===== config.mk =====
export PLATFORM = sky130hd
export DESIGN_NAME = id_hazard_ctrl_flat
export DESIGN_NICKNAME = d
export VERILOG_FILES = /design/src/rtl/id_hazard_if.sv /design/src/rtl/id_hazard_ctrl.sv /design/src/flat_wrapper.sv
export SDC_FILE = /design/constraint.sdc
export NUM_CORES = 1
export LEC_CHECK = 0
export BUFFER_PORTS_ARGS = -buffer_cell sky130_fd_sc_hd__buf_2
export CORE_UTILIZATION = 37
export DETAILED_ROUTE_END_ITERATION = 12
export PLACE_DENSITY = 0.62
export SLEW_MARGIN = 20
export SYNTH_ARGS = -nofsm -noshare
export SYNTH_HDL_FRONTEND = slang
export SYNTH_SLANG_ARGS = --single-unit

===== constraint.sdc =====
create_clock -name clk -period 4.19 [get_ports clk]
set_input_delay 0.838 -clock clk [delete_from_list [all_inputs] [get_ports clk]]
set_output_delay 0.838 -clock clk [all_outputs]
set_load 0.02 [all_outputs]

===== src/rtl/id_hazard_if.sv =====
// Decode/issue handshake bundle between the ID stage and the hazard controller.
interface id_hazard_if;
  logic        id_valid;
  logic [4:0]  id_rs;
  logic        id_rs_used;
  logic [4:0]  id_rt;
  logic        id_rt_used;
  logic [4:0]  id_rd;
  logic        id_reg_write;
  logic        id_sp_update;
  logic        ex_branch_taken;
  logic        wb_we;
  logic [4:0]  wb_reg;
  logic        wb_sp_we;
  logic        id_issue;
  logic        stall_ifid;
  logic        flush_ifid;
  logic        bubble_idex;
  logic [31:0] pending;

  modport master (
    output id_valid, id_rs, id_rs_used, id_rt, id_rt_used, id_rd, id_reg_write,
           id_sp_update, ex_branch_taken, wb_we, wb_reg, wb_sp_we,
    input  id_issue, stall_ifid, flush_ifid, bubble_idex, pending
  );

  modport slave (
    input  id_valid, id_rs, id_rs_used, id_rt, id_rt_used, id_rd, id_reg_write,
           id_sp_update, ex_branch_taken, wb_we, wb_reg, wb_sp_we,
    output id_issue, stall_ifid, flush_ifid, bubble_idex, pending
  );
endinterface


===== src/rtl/id_hazard_ctrl.sv =====
// Scoreboard issue controller: holds decode on RAW/WAW/SP hazards and
// flushes the IF/ID register for a fixed window after a taken branch.
module id_hazard_ctrl #(
  parameter int SP_REG       = 29,
  parameter int FLUSH_CYCLES = 2,
  parameter bit HARDWIRED_R0 = 1'b0
) (
  input  logic       clk,
  input  logic       rst,
  id_hazard_if.slave bus
);
  localparam int CW = $clog2(FLUSH_CYCLES + 1);
  localparam logic [CW-1:0] CNT_LOAD = CW'(FLUSH_CYCLES - 1);
  localparam logic [31:0]   SP_BIT   = 32'(1) << SP_REG;

  logic [31:0]   p;
  logic [31:0]   set_v;
  logic [31:0]   clr_v;
  logic [31:0]   p_next;
  logic [CW-1:0] cnt;
  logic          flushing;
  logic          hazard;
  logic          issue;

  assign flushing = bus.ex_branch_taken | (cnt != '0);

  // Hazard reads registered P only: a writeback this cycle unblocks next cycle.
  assign hazard = (bus.id_rs_used   & p[bus.id_rs])
                | (bus.id_rt_used   & p[bus.id_rt])
                | (bus.id_reg_write & p[bus.id_rd])
                | (bus.id_sp_update & p[SP_REG]);

  // Outputs are forced to their idle values while reset is held.
  assign issue          = ~rst & bus.id_valid & ~hazard & ~flushing;
  assign bus.id_issue   = issue;
  assign bus.stall_ifid = ~rst & bus.id_valid & hazard & ~flushing;
  assign bus.flush_ifid = ~rst & flushing;
  assign bus.bubble_idex = ~issue;
  assign bus.pending    = p;

  always_comb begin
    set_v = '0;
    clr_v = '0;
    if (bus.wb_we)                     clr_v = clr_v | (32'(1) << bus.wb_reg);
    if (bus.wb_sp_we)                  clr_v = clr_v | SP_BIT;
    if (issue && bus.id_reg_write)     set_v = set_v | (32'(1) << bus.id_rd);
    if (issue && bus.id_sp_update)     set_v = set_v | SP_BIT;
    if (HARDWIRED_R0)                  set_v[0] = 1'b0;
    // Set wins over a same-cycle clear of the same bit.
    p_next = (p & ~clr_v) | set_v;
    if (HARDWIRED_R0)                  p_next[0] = 1'b0;
  end

  always_ff @(posedge clk or posedge rst) begin
    if (rst) begin
      p   <= '0;
      cnt <= '0;
    end else begin
      p <= p_next;
      if (bus.ex_branch_taken)  cnt <= CNT_LOAD;
      else if (cnt != '0)       cnt <= cnt - 1'b1;
    end
  end
endmodule


===== src/flat_wrapper.sv =====
// flat-port wrapper written by rule: the top's interface ports become plain ports
module id_hazard_ctrl_flat 
#(
  parameter int SP_REG       = 29,
  parameter int FLUSH_CYCLES = 2,
  parameter bit HARDWIRED_R0 = 1'b0
)
  (clk, rst, bus_id_valid, bus_id_rs, bus_id_rs_used, bus_id_rt, bus_id_rt_used, bus_id_rd, bus_id_reg_write, bus_id_sp_update, bus_ex_branch_taken, bus_wb_we, bus_wb_reg, bus_wb_sp_we, bus_id_issue, bus_stall_ifid, bus_flush_ifid, bus_bubble_idex, bus_pending);
  id_hazard_if bus_i ();
  input  logic clk;
  input  logic rst;
  input wire logic [$bits(bus_i.id_valid)-1:0] bus_id_valid;
  input wire logic [$bits(bus_i.id_rs)-1:0] bus_id_rs;
  input wire logic [$bits(bus_i.id_rs_used)-1:0] bus_id_rs_used;
  input wire logic [$bits(bus_i.id_rt)-1:0] bus_id_rt;
  input wire logic [$bits(bus_i.id_rt_used)-1:0] bus_id_rt_used;
  input wire logic [$bits(bus_i.id_rd)-1:0] bus_id_rd;
  input wire logic [$bits(bus_i.id_reg_write)-1:0] bus_id_reg_write;
  input wire logic [$bits(bus_i.id_sp_update)-1:0] bus_id_sp_update;
  input wire logic [$bits(bus_i.ex_branch_taken)-1:0] bus_ex_branch_taken;
  input wire logic [$bits(bus_i.wb_we)-1:0] bus_wb_we;
  input wire logic [$bits(bus_i.wb_reg)-1:0] bus_wb_reg;
  input wire logic [$bits(bus_i.wb_sp_we)-1:0] bus_wb_sp_we;
  output wire logic [$bits(bus_i.id_issue)-1:0] bus_id_issue;
  output wire logic [$bits(bus_i.stall_ifid)-1:0] bus_stall_ifid;
  output wire logic [$bits(bus_i.flush_ifid)-1:0] bus_flush_ifid;
  output wire logic [$bits(bus_i.bubble_idex)-1:0] bus_bubble_idex;
  output wire logic [$bits(bus_i.pending)-1:0] bus_pending;
  assign bus_i.id_valid = bus_id_valid;
  assign bus_i.id_rs = bus_id_rs;
  assign bus_i.id_rs_used = bus_id_rs_used;
  assign bus_i.id_rt = bus_id_rt;
  assign bus_i.id_rt_used = bus_id_rt_used;
  assign bus_i.id_rd = bus_id_rd;
  assign bus_i.id_reg_write = bus_id_reg_write;
  assign bus_i.id_sp_update = bus_id_sp_update;
  assign bus_i.ex_branch_taken = bus_ex_branch_taken;
  assign bus_i.wb_we = bus_wb_we;
  assign bus_i.wb_reg = bus_wb_reg;
  assign bus_i.wb_sp_we = bus_wb_sp_we;
  assign bus_id_issue = bus_i.id_issue;
  assign bus_stall_ifid = bus_i.stall_ifid;
  assign bus_flush_ifid = bus_i.flush_ifid;
  assign bus_bubble_idex = bus_i.bubble_idex;
  assign bus_pending = bus_i.pending;
  id_hazard_ctrl #(.SP_REG(SP_REG), .FLUSH_CYCLES(FLUSH_CYCLES), .HARDWIRED_R0(HARDWIRED_R0)) u_core (.clk(clk), .rst(rst), .bus(bus_i));
endmodule

==> results_dict.tcl <==
set metrics [dict create \
    htreeDepth 2 \
    cts_hold_buf 0 \
    critPathKind "input port to output port" \
    slowest_delay_ns 0.45 \
    wl_met2_um 4260 \
    cts_tree "done" \
    clock-sinks 34 \
    crit_required_ns 3.35 \
    num_rows 30 \
    path_clk_slew_ns 0.06 \
    ios 66 \
    power.density_nw_per_um2 273 \
    antenna_found_initial 0 \
    fin_nets 363 \
    grt_pass1_vias 2595 \
    die_area_sq_um 7400 \
    wl_met3_um 681 \
    synth-seq-cells 34 \
    r2r_setup_slack_ns 1.68 \
    setup_ws_ns 0.653 \
    hold_viol 0 \
    drt_iter0_markers 293 \
    start_kind "input port" \
    fin_area_sq_um 3070 \
    cp-end-kind "output port" \
    p_total_uw 837 \
    synth_area_leaders "dfrtp_1 (33%), mux2i_1 (9.2%), mux4_2 (7.8%)" \
    synth-edff-count 0 \
    met1_length_um 3890 \
    slew_headroom_pct 62.7 \
    grt_usage_pct 25.6 \
    globalplace.congestion 0.875 \
    p_sw_share_pct 33.3 \
    post_cts_buffers 0 \
    drive_above_1_share_pct 29.0 \
    synth_ff_type "dfrtp_1" \
    p_leak_nw 1.42 \
    cts_resized 0 \
    hpwl_um 6800 \
    setup.worst_path.start "bus_id_rd[1]" \
    max_slew.worst_pin.slew_ns 0.559 \
    drv_slew 0 \
    critPathTopFamily "simple AND/OR/NAND/NOR gates" \
    synthArstFlopShare_pct 100 \
    core-area_sq_um 6790 \
    timing.rr.start "u_core.bus.pending[0]" \
    p_clk_share_pct 28.8 \
    dr.pass1.iters 5 \
    cts_buffers 5 \
    port_buffers 65 \
    grt_remaining_overflow 0 \
    die_height_um 86.0 \
    area_delta_synth_final_pct 17.6 \
    syn_area_per_cell_sq_um 9.60 \
    finClkSkew_ns 0.00335 \
    clock_latency_ns 0.29 \
    synth_cell_type_count 45 \
    drc 0 \
    top_layer "met4" \
    dp_slack_ns 0.672 \
    rsz0062_at_grt "false" \
    grt_max_degree 36 \
    combPwrFrac_pct 26.7 \
    start_util_pct 38.5 \
    worst-path-max-fanout 21 \
    cap_violations 0 \
    yosysTopAreaCell "dfrtp_1" \
    hold_start "u_core.cnt[0]" \
    mappedNetlistArea_sq_um 2610 \
    arrival_ns 2.70 \
    vias 2640 \
    diodes 0 \
    outcome "finished clean" \
    synth_fp_nets 303 \
    p_seq_share_pct 44.5 \
    grt_pass1_wl_um 14100 \
    hold_path_depth 2 \
    synth.cells.most_frequent "o21ai_0 (35), dfrtp_1 (34), o31ai_1 (26)" \
    intPower_uw 558 \
    fin_util_pct 45.2 \
    holdCritPathClass "flop to flop" \
    cpMaxStageDelayCell "buf_2" \
    postSynthCellCount 272 \
    dieWidth_um 86.0 \
    tns_ns 0 \
    ant_nets 0 \
    yosysWarnings 0 \
    reg2reg_to "u_core.bus.pending[12]" \
    wirelength_um 9130 \
    max_freq_ghz 0.283 \
    fin_crit_ns 3.54 \
    ir_drop_mv 0.128 \
    viasPerCell 6.18 \
    min_period_over_period_pct 84.4 \
    placed_area_sq_um 2990 \
    clk_path_buf_depth 2 \
    setup_viol 0 \
    switchingPower_uw 279 \
    whs_endpoint "u_core.cnt[0]" \
    wire_per_inst_um 21.4 \
    root_buffer "clkbuf_8" \
    yosysTopAreaCellShare_pct 32.6 \
    ys_seq_area_share_pct 32.6 \
    reg2regPathDepth 7 \
    crit_buf_inv 2 \
    crit_path_cell_trace "buf_2 > mux4_2 > and4_1 > a31oi_1 > and4_1 > nand3_4 > and2_1 > buf_2" \
    synth_most_common_cell "o21ai_0" \
]
==> stage by stage <==
stage / std cells / hold WS [ns]
6_report: 427 / 0.532
5_1_grt: 427 / 0.562
4_1_cts: 427 / 0.539
3_5_place_dp: 421 / 0.521
3_3_place_gp: 421 / 0.500
2_1_floorplan: 272 / 0.480
==> cell usage in the layout (no fill, tap or decap), types with 2 or more instances in the layout <==
cell type	instances
mux2i_1	24
nand4b_1	3
or2_2	4
mux4_2	9
nand4_1	7
a22oi_1	4
nand3b_1	5
nand2_1	19
a311oi_1	2
and4_1	2
clkbuf_8	6
buf_4	2
inv_1	7
nor2_1	13
nand3_1	13
a21oi_1	3
o31ai_1	26
o41ai_1	3
nand2b_1	7
o21ai_0	35
nor2b_1	10
a31oi_1	3
dfrtp_1	34
or3_1	2
mux2_2	4
o41ai_2	2
buf_2	65
mux4_1	2
==> worst max-delay path by stage <==
| stage | end | cells past startpoint | slack, ns |
|---|---|---|---|
| after detailed placement | bus_stall_ifid | 8 | 0.67 |
| final | bus_stall_ifid | 8 | 0.65 |
| after CTS | bus_stall_ifid | 8 | 0.66 |
| after global routing | bus_stall_ifid | 8 | 0.54 |
| after global placement | bus_stall_ifid | 8 | 0.69 |
| after floorplan | bus_id_issue | 7 | 0.87 |
==> sequential cells by signal, summed over array words and instances, names as in the netlist <==
name,cells
u_core.cnt,2
u_core.bus.pending,32
==> routing by layer <==
layer	vias up	global-route usage [%]
li1	1188	-
met1	1275	34.1
met2	152	41.1
met3	25	3.95
met4	0	11.7
met5	-	0
==> worst register-to-register path, stage by stage (launching register included) <==
cell and delay (ns):
dfrtp_1 0.46, mux4_2 0.50, o211a_1 0.22, a21oi_1 0.15, and4_4 0.27, nand3_4 0.09, buf_4 0.26, o41ai_1 0.44
==> area by class of cell <==
type	count	area (sq um)
multi-input combinational	217	1650
fill	673	3720
timing repair buffer	67	340
clock buffer	6	82.6
sequential	34	851
inverter	7	26.3
tap	96	120
==> kinds of logic after synthesis <==
family	after synthesis	share of synthesized area [%]
mux	39	20.7
fa+ha+maj	1	0.479
simple gates	92	20.0
flops	34	32.6
xor+xnor	1	0.335
compound gates	84	21.7
buf+inv	21	4.21
==> power groups by stage <==
stage | sequential, mW | combinational (mW) | clock (mW)
after global placement | 0.377 | 0.216 | 0
after floorplan | 0.382 | 0.145 | 0
after detailed placement | 0.378 | 0.222 | 0
final | 0.373 | 0.224 | 0.241
after global routing | 0.374 | 0.246 | 0.256
after CTS | 0.372 | 0.223 | 0.244
Power figures use the tool's default switching activity.
